### src/rtl/imu_pkt_pkg.sv
// Shared constants and types for the dual-IMU packet formatter.
package imu_pkt_pkg;

  localparam int PKT_LEN   = 33;
  localparam int CHK_IDX   = 32;
  localparam int NUM_WORDS = 14;

  localparam int FLAG_S1V  = 0;
  localparam int FLAG_S2V  = 1;
  localparam int FLAG_INIT = 2;
  localparam int FLAG_ERR  = 3;

  typedef enum logic [1:0] {IDLE, SEND, GAP} fmt_state_t;

  typedef logic signed [15:0] imu_word_t;

endpackage

### src/rtl/dual_imu_packet_formatter.sv
// Snapshots both IMUs on data_ready and streams a 33-byte checksummed packet
// bytewise over valid/ready; all outputs are registered.
//
// state | meaning
// IDLE  | waiting for enable && data_ready
// SEND  | presenting byte[idx], advancing on each accept
// GAP   | forced m_valid=0 spacing after the checksum byte
module dual_imu_packet_formatter
  import imu_pkt_pkg::*;
#(
  parameter logic [7:0]  HDR0        = 8'hAA,
  parameter logic [7:0]  HDR1        = 8'h55,
  parameter int unsigned MIN_GAP_CYC = 0
) (
  input  logic               clk,
  input  logic               rst_n,
  input  logic               enable,
  input  logic               data_ready,
  input  logic               sensor1_valid,
  input  logic               sensor2_valid,
  input  logic               initialized,
  input  logic               error,
  input  logic signed [15:0] quat1_w,
  input  logic signed [15:0] quat1_x,
  input  logic signed [15:0] quat1_y,
  input  logic signed [15:0] quat1_z,
  input  logic signed [15:0] gyro1_x,
  input  logic signed [15:0] gyro1_y,
  input  logic signed [15:0] gyro1_z,
  input  logic signed [15:0] quat2_w,
  input  logic signed [15:0] quat2_x,
  input  logic signed [15:0] quat2_y,
  input  logic signed [15:0] quat2_z,
  input  logic signed [15:0] gyro2_x,
  input  logic signed [15:0] gyro2_y,
  input  logic signed [15:0] gyro2_z,
  output logic               consume,
  output logic               m_valid,
  output logic [7:0]         m_data,
  output logic               m_last,
  input  logic               m_ready,
  output logic               busy,
  output logic [7:0]         seq
);

  localparam logic [5:0]  CHK_IDX6 = 6'(CHK_IDX);
  localparam logic [15:0] GAP_LOAD = (MIN_GAP_CYC > 0) ? 16'(MIN_GAP_CYC - 1) : 16'd0;

  fmt_state_t  state_q, state_d;
  imu_word_t   snap_q  [NUM_WORDS];
  imu_word_t   snap_in [NUM_WORDS];
  logic [3:0]  flags_q, flags_in;
  logic [5:0]  idx_q, idx_d;
  logic [7:0]  csum_q, csum_d;
  logic [7:0]  seq_q, seq_d;
  logic [15:0] gap_q, gap_d;
  logic        consume_q, consume_d;
  logic        m_valid_q, m_valid_d;
  logic [7:0]  m_data_q, m_data_d;
  logic        m_last_q, m_last_d;
  logic        busy_q, busy_d;
  logic        start, accept, last_acc;

  function automatic logic [7:0] pick_byte(input logic [5:0] idx,
                                           input imu_word_t  snap [NUM_WORDS],
                                           input logic [3:0] flags,
                                           input logic [7:0] sq,
                                           input logic [7:0] cs);
    logic [4:0] off;
    logic [7:0] b;
    off = 5'(idx - 6'd4);
    case (idx)
      6'd0:     b = HDR0;
      6'd1:     b = HDR1;
      6'd2:     b = sq;
      6'd3:     b = {4'b0000, flags};
      CHK_IDX6: b = cs;
      default:  b = off[0] ? snap[off[4:1]][7:0] : snap[off[4:1]][15:8];
    endcase
    return b;
  endfunction

  always_comb begin
    snap_in[0]  = quat1_w;
    snap_in[1]  = quat1_x;
    snap_in[2]  = quat1_y;
    snap_in[3]  = quat1_z;
    snap_in[4]  = gyro1_x;
    snap_in[5]  = gyro1_y;
    snap_in[6]  = gyro1_z;
    snap_in[7]  = quat2_w;
    snap_in[8]  = quat2_x;
    snap_in[9]  = quat2_y;
    snap_in[10] = quat2_z;
    snap_in[11] = gyro2_x;
    snap_in[12] = gyro2_y;
    snap_in[13] = gyro2_z;
    flags_in            = '0;
    flags_in[FLAG_S1V]  = sensor1_valid;
    flags_in[FLAG_S2V]  = sensor2_valid;
    flags_in[FLAG_INIT] = initialized;
    flags_in[FLAG_ERR]  = error;
  end

  // The last GAP cycle may start a packet directly, so the gap is exactly MIN_GAP_CYC.
  assign start    = enable && data_ready &&
                    ((state_q == IDLE) || ((state_q == GAP) && (gap_q == '0)));
  assign accept   = m_valid_q && m_ready;
  assign last_acc = (state_q == SEND) && accept && (idx_q == CHK_IDX6);

  always_ff @(posedge clk or negedge rst_n) begin
    if (!rst_n) state_q <= IDLE;
    else        state_q <= state_d;
  end

  always_comb begin
    state_d = state_q;
    case (state_q)
      IDLE:    if (start) state_d = SEND;
      SEND:    if (last_acc) state_d = (MIN_GAP_CYC > 0) ? GAP : IDLE;
      GAP:     if (gap_q == '0) state_d = start ? SEND : IDLE;
      default: state_d = IDLE;
    endcase
  end

  always_comb begin
    consume_d = 1'b0;
    m_valid_d = m_valid_q;
    m_data_d  = m_data_q;
    m_last_d  = m_last_q;
    idx_d     = idx_q;
    csum_d    = csum_q;
    seq_d     = seq_q;
    gap_d     = gap_q;
    if (start) begin
      consume_d = 1'b1;
      m_valid_d = 1'b1;
      m_data_d  = HDR0;
      m_last_d  = 1'b0;
      idx_d     = '0;
      csum_d    = '0;
    end else if (last_acc) begin
      m_valid_d = 1'b0;
      m_last_d  = 1'b0;
      m_data_d  = '0;
      seq_d     = seq_q + 8'd1;
      gap_d     = GAP_LOAD;
    end else if ((state_q == SEND) && accept) begin
      idx_d = idx_q + 6'd1;
      if (idx_q >= 6'd2) csum_d = csum_q + m_data_q;
      m_data_d = pick_byte(idx_d, snap_q, flags_q, seq_q, csum_d);
      m_last_d = (idx_d == CHK_IDX6);
    end else if ((state_q == GAP) && (gap_q != '0)) begin
      gap_d = gap_q - 16'd1;
    end
    busy_d = (state_d != IDLE);
  end

  always_ff @(posedge clk or negedge rst_n) begin
    if (!rst_n) begin
      consume_q <= 1'b0;
      m_valid_q <= 1'b0;
      m_data_q  <= '0;
      m_last_q  <= 1'b0;
      busy_q    <= 1'b0;
      idx_q     <= '0;
      csum_q    <= '0;
      seq_q     <= '0;
      gap_q     <= '0;
    end else begin
      consume_q <= consume_d;
      m_valid_q <= m_valid_d;
      m_data_q  <= m_data_d;
      m_last_q  <= m_last_d;
      busy_q    <= busy_d;
      idx_q     <= idx_d;
      csum_q    <= csum_d;
      seq_q     <= seq_d;
      gap_q     <= gap_d;
    end
  end

  always_ff @(posedge clk or negedge rst_n) begin
    if (!rst_n) begin
      for (int i = 0; i < NUM_WORDS; i++) snap_q[i] <= '0;
      flags_q <= '0;
    end else if (start) begin
      snap_q  <= snap_in;
      flags_q <= flags_in;
    end
  end

  assign consume = consume_q;
  assign m_valid = m_valid_q;
  assign m_data  = m_data_q;
  assign m_last  = m_last_q;
  assign busy    = busy_q;
  assign seq     = seq_q;

endmodule

### config.mk
export PLATFORM = sky130hd
export DESIGN_NAME = dual_imu_packet_formatter
export DESIGN_NICKNAME = d
export VERILOG_FILES = /design/src/rtl/imu_pkt_pkg.sv /design/src/rtl/dual_imu_packet_formatter.sv
export SDC_FILE = /design/constraint.sdc
export NUM_CORES = 1
export LEC_CHECK = 0
export ABC_AREA = 1
export BUFFER_PORTS_ARGS = -buffer_cell sky130_fd_sc_hd__buf_2
export CAP_MARGIN = 20
export CORE_UTILIZATION = 40
export CTS_CLUSTER_SIZE = 8
export DETAILED_ROUTE_END_ITERATION = 8
export PLACE_DENSITY_LB_ADDON = 0.15
export RECOVER_POWER = 50
export SLEW_MARGIN = 20
export SYNTH_ARGS = -nofsm -noshare
export SYNTH_HDL_FRONTEND = slang
export SYNTH_SLANG_ARGS = --single-unit
export TNS_END_PERCENT = 30
### constraint.sdc
create_clock -name clk -period 3.4 [get_ports clk]
set_clock_uncertainty 0.15 [all_clocks]
set_input_delay 0.17 -clock clk [delete_from_list [all_inputs] [get_ports clk]]
set_output_delay 0.17 -clock clk [all_outputs]
set_load 0.02 [all_outputs]
==> results.tsv <==
stage	metric	value	unit
placed_design	dpl cell area	16010	sq um
sta	post-layout min period	3.017	ns
yosys	Post-synth EDFFs	0	
yosys	Synth Register Bits	280	
global_route	largest net degree at the start of global routing	93	
routing	initial detailed-routing violation count	989	
clock_network	Post-CTS Setup Bufs	0	
yosys	Yosys cell types	37	
placed_design	Setup Slack @ Placement	0.3843	ns
sta	Worst Tran Pin Value	2.138	ns
setup_path	Worst Path Required	3.67	ns
floorplanning	Initial Util	40.72	%
sta	RSZ-0062 raised after global routing	no	
setup_path	R2R Path Start	idx_q[2]	
power	PD cells	961.1	nW/um^2
cells_and_area	fin nets	2646	
setup_path	flop2flop setup slack	0.38	ns
yosys	average size of a mapped cell	7.416	sq um
clock_network	# H-tree levels	2	
setup_path	CP max FO	19	
global_route	most used routing layer	met2	
sta	fin. max-slew vios	76	
sta	max_slew headroom	-42.52	%
floorplanning	die area	36980	sq um
clock_network	Root Buffer	clkbuf_16	
routing	drt pass-1 iters	5	
power	P_sw	8.346	mW
clock_network	Num CTS Buffers	40	
setup_path	critical path launch point	idx_q[2]	
setup_path	type of origin of the critical path	flop	
placed_design	RD Place Congestion	0.8947	
cells_and_area	Synth-to-Final Area Change	33.43	%
setup_path	Reg2Reg Depth	15	
yosys	cell area after synthesis	14480	sq um
global_route	global route overflow	0	
global_route	first-pass GRT wire length	74120	um
yosys	Most used DFF post-synth	dfrtp_1	
yosys	sequential-to-total area share from yosys stat	48.38	%
setup_path	cell family with most CP delay	simple AND/OR/NAND/NOR gates	
setup_path	R2R Path End	m_data[4]	
power	switching share of power	44.93	%
power	Seq pwr share	31.0	%
power	worst ir drop on vdd	0.4334	mV
setup_path	crit-path cells	nand3_2 -> xor2_1 -> ha_1 -> inv_1 -> a21oi_1 -> o21ai_0 -> nand2_1 -> nand2_1 -> nand2_1 -> nand2_1 -> nand3_1 -> nand2_1 -> nand2_1 -> nand3_1 -> nand2_1	
global_route	met3 usage	4.383	%
power	Int Pwr	10.23	mW
power	Comb pwr share	50.0	%
cells_and_area	commonest non-fill, non-tap cell in the layout	nand2_1	
routing	Avg WL per Cell	16.40	um
global_route	met1 Resource Use GR	35.24	%
cells_and_area	antenna cell count	0	
run_status	violated checks	max-capacitance violations, max-slew violations	
sta	final hold vios	0	
floorplanning	IO Pins	253	
global_route	initial antenna violation count	0	
global_route	vias in the first global route	14103	
clock_network	Worst-path clk slew	0.05	ns
setup_path	crit path kind	reg -> reg	
global_route	met2 usage	41.44	%
routing	drt total wl	46890	um
power	clock share of power	19.0	%
global_route	GR Util All Layers	25.85	%
routing	DR vias	14001	
floorplanning	Site Rows	69	
cells_and_area	fin area	19330	sq um
placed_design	PortBufs	252	
yosys	Synthesized Nets	2203	
yosys	Syn. warnings	0	
yosys	post-synthesis instance total	1953	
setup_path	Crit path buffers/inverters	1	
setup_path	critical path depth	15	
sta	f_max	0.3315	GHz
routing	drt drc	0	
floorplanning	die span in x	192.3	um
run_status	status	finished, violations left	
sta	TNS Setup	0	ns
clock_network	maximum clock insertion buffer count	3	
sta	Final Cycle Share	88.72	%
placed_design	DP HPWL	30810	um
setup_path	slowest stage delay, CP	0.56	ns
power	P_leak	9.986	nW
cells_and_area	final core occ	54.33	%
floorplanning	Die Ht	192.3	um
clock_network	CTS tree	done	
worst_hold_path	Hold WC Path Type	in -> reg	
yosys	FFs w/ async S/R, synth	100.0	%
routing	DRT antenna net count	0	
setup_path	CP Capture Point	m_data[4]	
setup_path	nature of the critical path endpoint	flop	
cells_and_area	most frequent cells in the layout	nand2_1 (915), dfrtp_1 (280), buf_2 (241)	
floorplanning	core area	35570	sq um
sta	final worst slack	0.3835	ns
setup_path	Worst path most repeated cell	nand2_1	
clock_network	clk sinks	280	
setup_path	critical path's slowest cell	inv_1	
cells_and_area	share of layout cells above drive strength 1	14.06	%
flow_run	max-cap violation count	1	
clock_network	Clk Latency, worst-skew pair	0.53	ns
setup_path	Arrival @ worst endpoint	3.29	ns
sta	endpoints failing setup	0	
routing	routed vias/inst	4.899	
-- per-layer routing --
metal | share of wire [%] | wire length [um]
met5 | 0 | 0
met4 | 3.0 | 1402
met3 | 5.7 | 2672
met2 | 46 | 21420
met1 | 46 | 21390
-- worst min path at each step --
stage / start / to / slack [ns] / cells past startpoint
after floorplan: rst_n / busy / -0.28 / 0
after global placement: rst_n / snap_q[215] / 0.07 / 1
after detailed placement: rst_n / snap_q[199] / 0.06 / 1
after CTS: rst_n / snap_q[215] / 0.11 / 2
after global routing: sensor2_valid / flags_q[1] / 0.21 / 4
final: sensor2_valid / flags_q[1] / 0.21 / 4
-- power by group through the flow --
stage	combinational [mW]	sequential (mW)	clock, mW
finish	9.29	5.76	3.52
global route	10.6	5.93	3.75
CTS	9.33	5.75	3.62
detailed placement	9.07	5.79	0
global placement	9.01	5.77	0
floorplan	6.34	5.63	0
-- cells by family (layout without fill, tap and decap cells) --
logic type | count (synthesis) | after routing | synth area share [%]
AO/OA/AOI/OAI | 267 | 267 | 9.563
XOR/XNOR | 14 | 14 | 0.8466
adder cells (fa/ha/maj) | 17 | 17 | 1.520
buffers and inverters | 271 | 715 | 9.010
flip-flops | 280 | 280 | 48.38
AND/OR/NAND/NOR | 1104 | 1104 | 30.68
-- worst min-delay path, cell delays in order --
cell and delay, ns:
dlygate4sd3_1 0.51, buf_2 0.09, nand2_1 0.04, nand2_1 0.04
-- metrics by stage --
| stage | power, mW | std cells | hold slack, ns |
|---|---|---|---|
| 4_1_cts | 18.70 | 2858 | 0.1081 |
| 6_report | 18.57 | 2858 | 0.2102 |
| 5_1_grt | 20.24 | 2858 | 0.2116 |
| 3_5_place_dp | 14.86 | 2585 | 0.06209 |
| 3_3_place_gp | 14.78 | 2585 | 0.06844 |
| 2_1_floorplan | 11.97 | 1953 | -0.2756 |
-- layout make-up --
type	count	area, sq um
inverter	166	630.6
tap	461	576.8
multi-input combinational	1402	6192
fill	3357	16240
clock buffer	41	1026
clock inverter	2	17.52
timing repair buffer	506	3876
sequential	280	7007
-- synth_stat cells, types with 4 or more instances --
| cell | number | area (sq um) |
|---|---|---|
| o21ai_0 | 177 | 885.9 |
| a21oi_1 | 20 | 100.1 |
| nor2_2 | 4 | 25.02 |
| nor2_1 | 58 | 217.7 |
| nand3b_1 | 5 | 37.54 |
| nand4_1 | 6 | 37.54 |
| o211ai_1 | 13 | 97.59 |
| buf_4 | 12 | 90.09 |
| buf_6 | 23 | 259.0 |
| clkbuf_1 | 16 | 60.06 |
| nor2_4 | 6 | 67.56 |
| nand3_1 | 95 | 475.5 |
| inv_1 | 163 | 611.8 |
| o22ai_1 | 5 | 31.28 |
| xnor2_1 | 6 | 52.55 |
| o21ai_1 | 48 | 240.2 |
| xor2_1 | 8 | 70.07 |
| buf_2 | 50 | 250.2 |
| nand2_2 | 4 | 25.02 |
| dfrtp_1 | 280 | 7007 |
| ha_1 | 16 | 200.2 |
| nand2_1 | 915 | 3435 |
-- registers in the layout, summed over array words and instances, names as in the netlist --
signal / cells
snap_q: 224
gap_q: 16
csum_q: 8
m_data: 8
seq: 8
idx_q: 6
flags_q: 4
state_q: 2
busy: 1
consume: 1
m_last: 1
m_valid: 1
-- what timing repair did --
| action | 4_1_cts | 5_1_grt |
|---|---|---|
| hold endpoints to repair | 305 | 0 |
| hold buffers | 230 | 0 |
| gates resized for setup | 0 | 0 |
No activity file was read; power rests on OpenSTA's default activity.
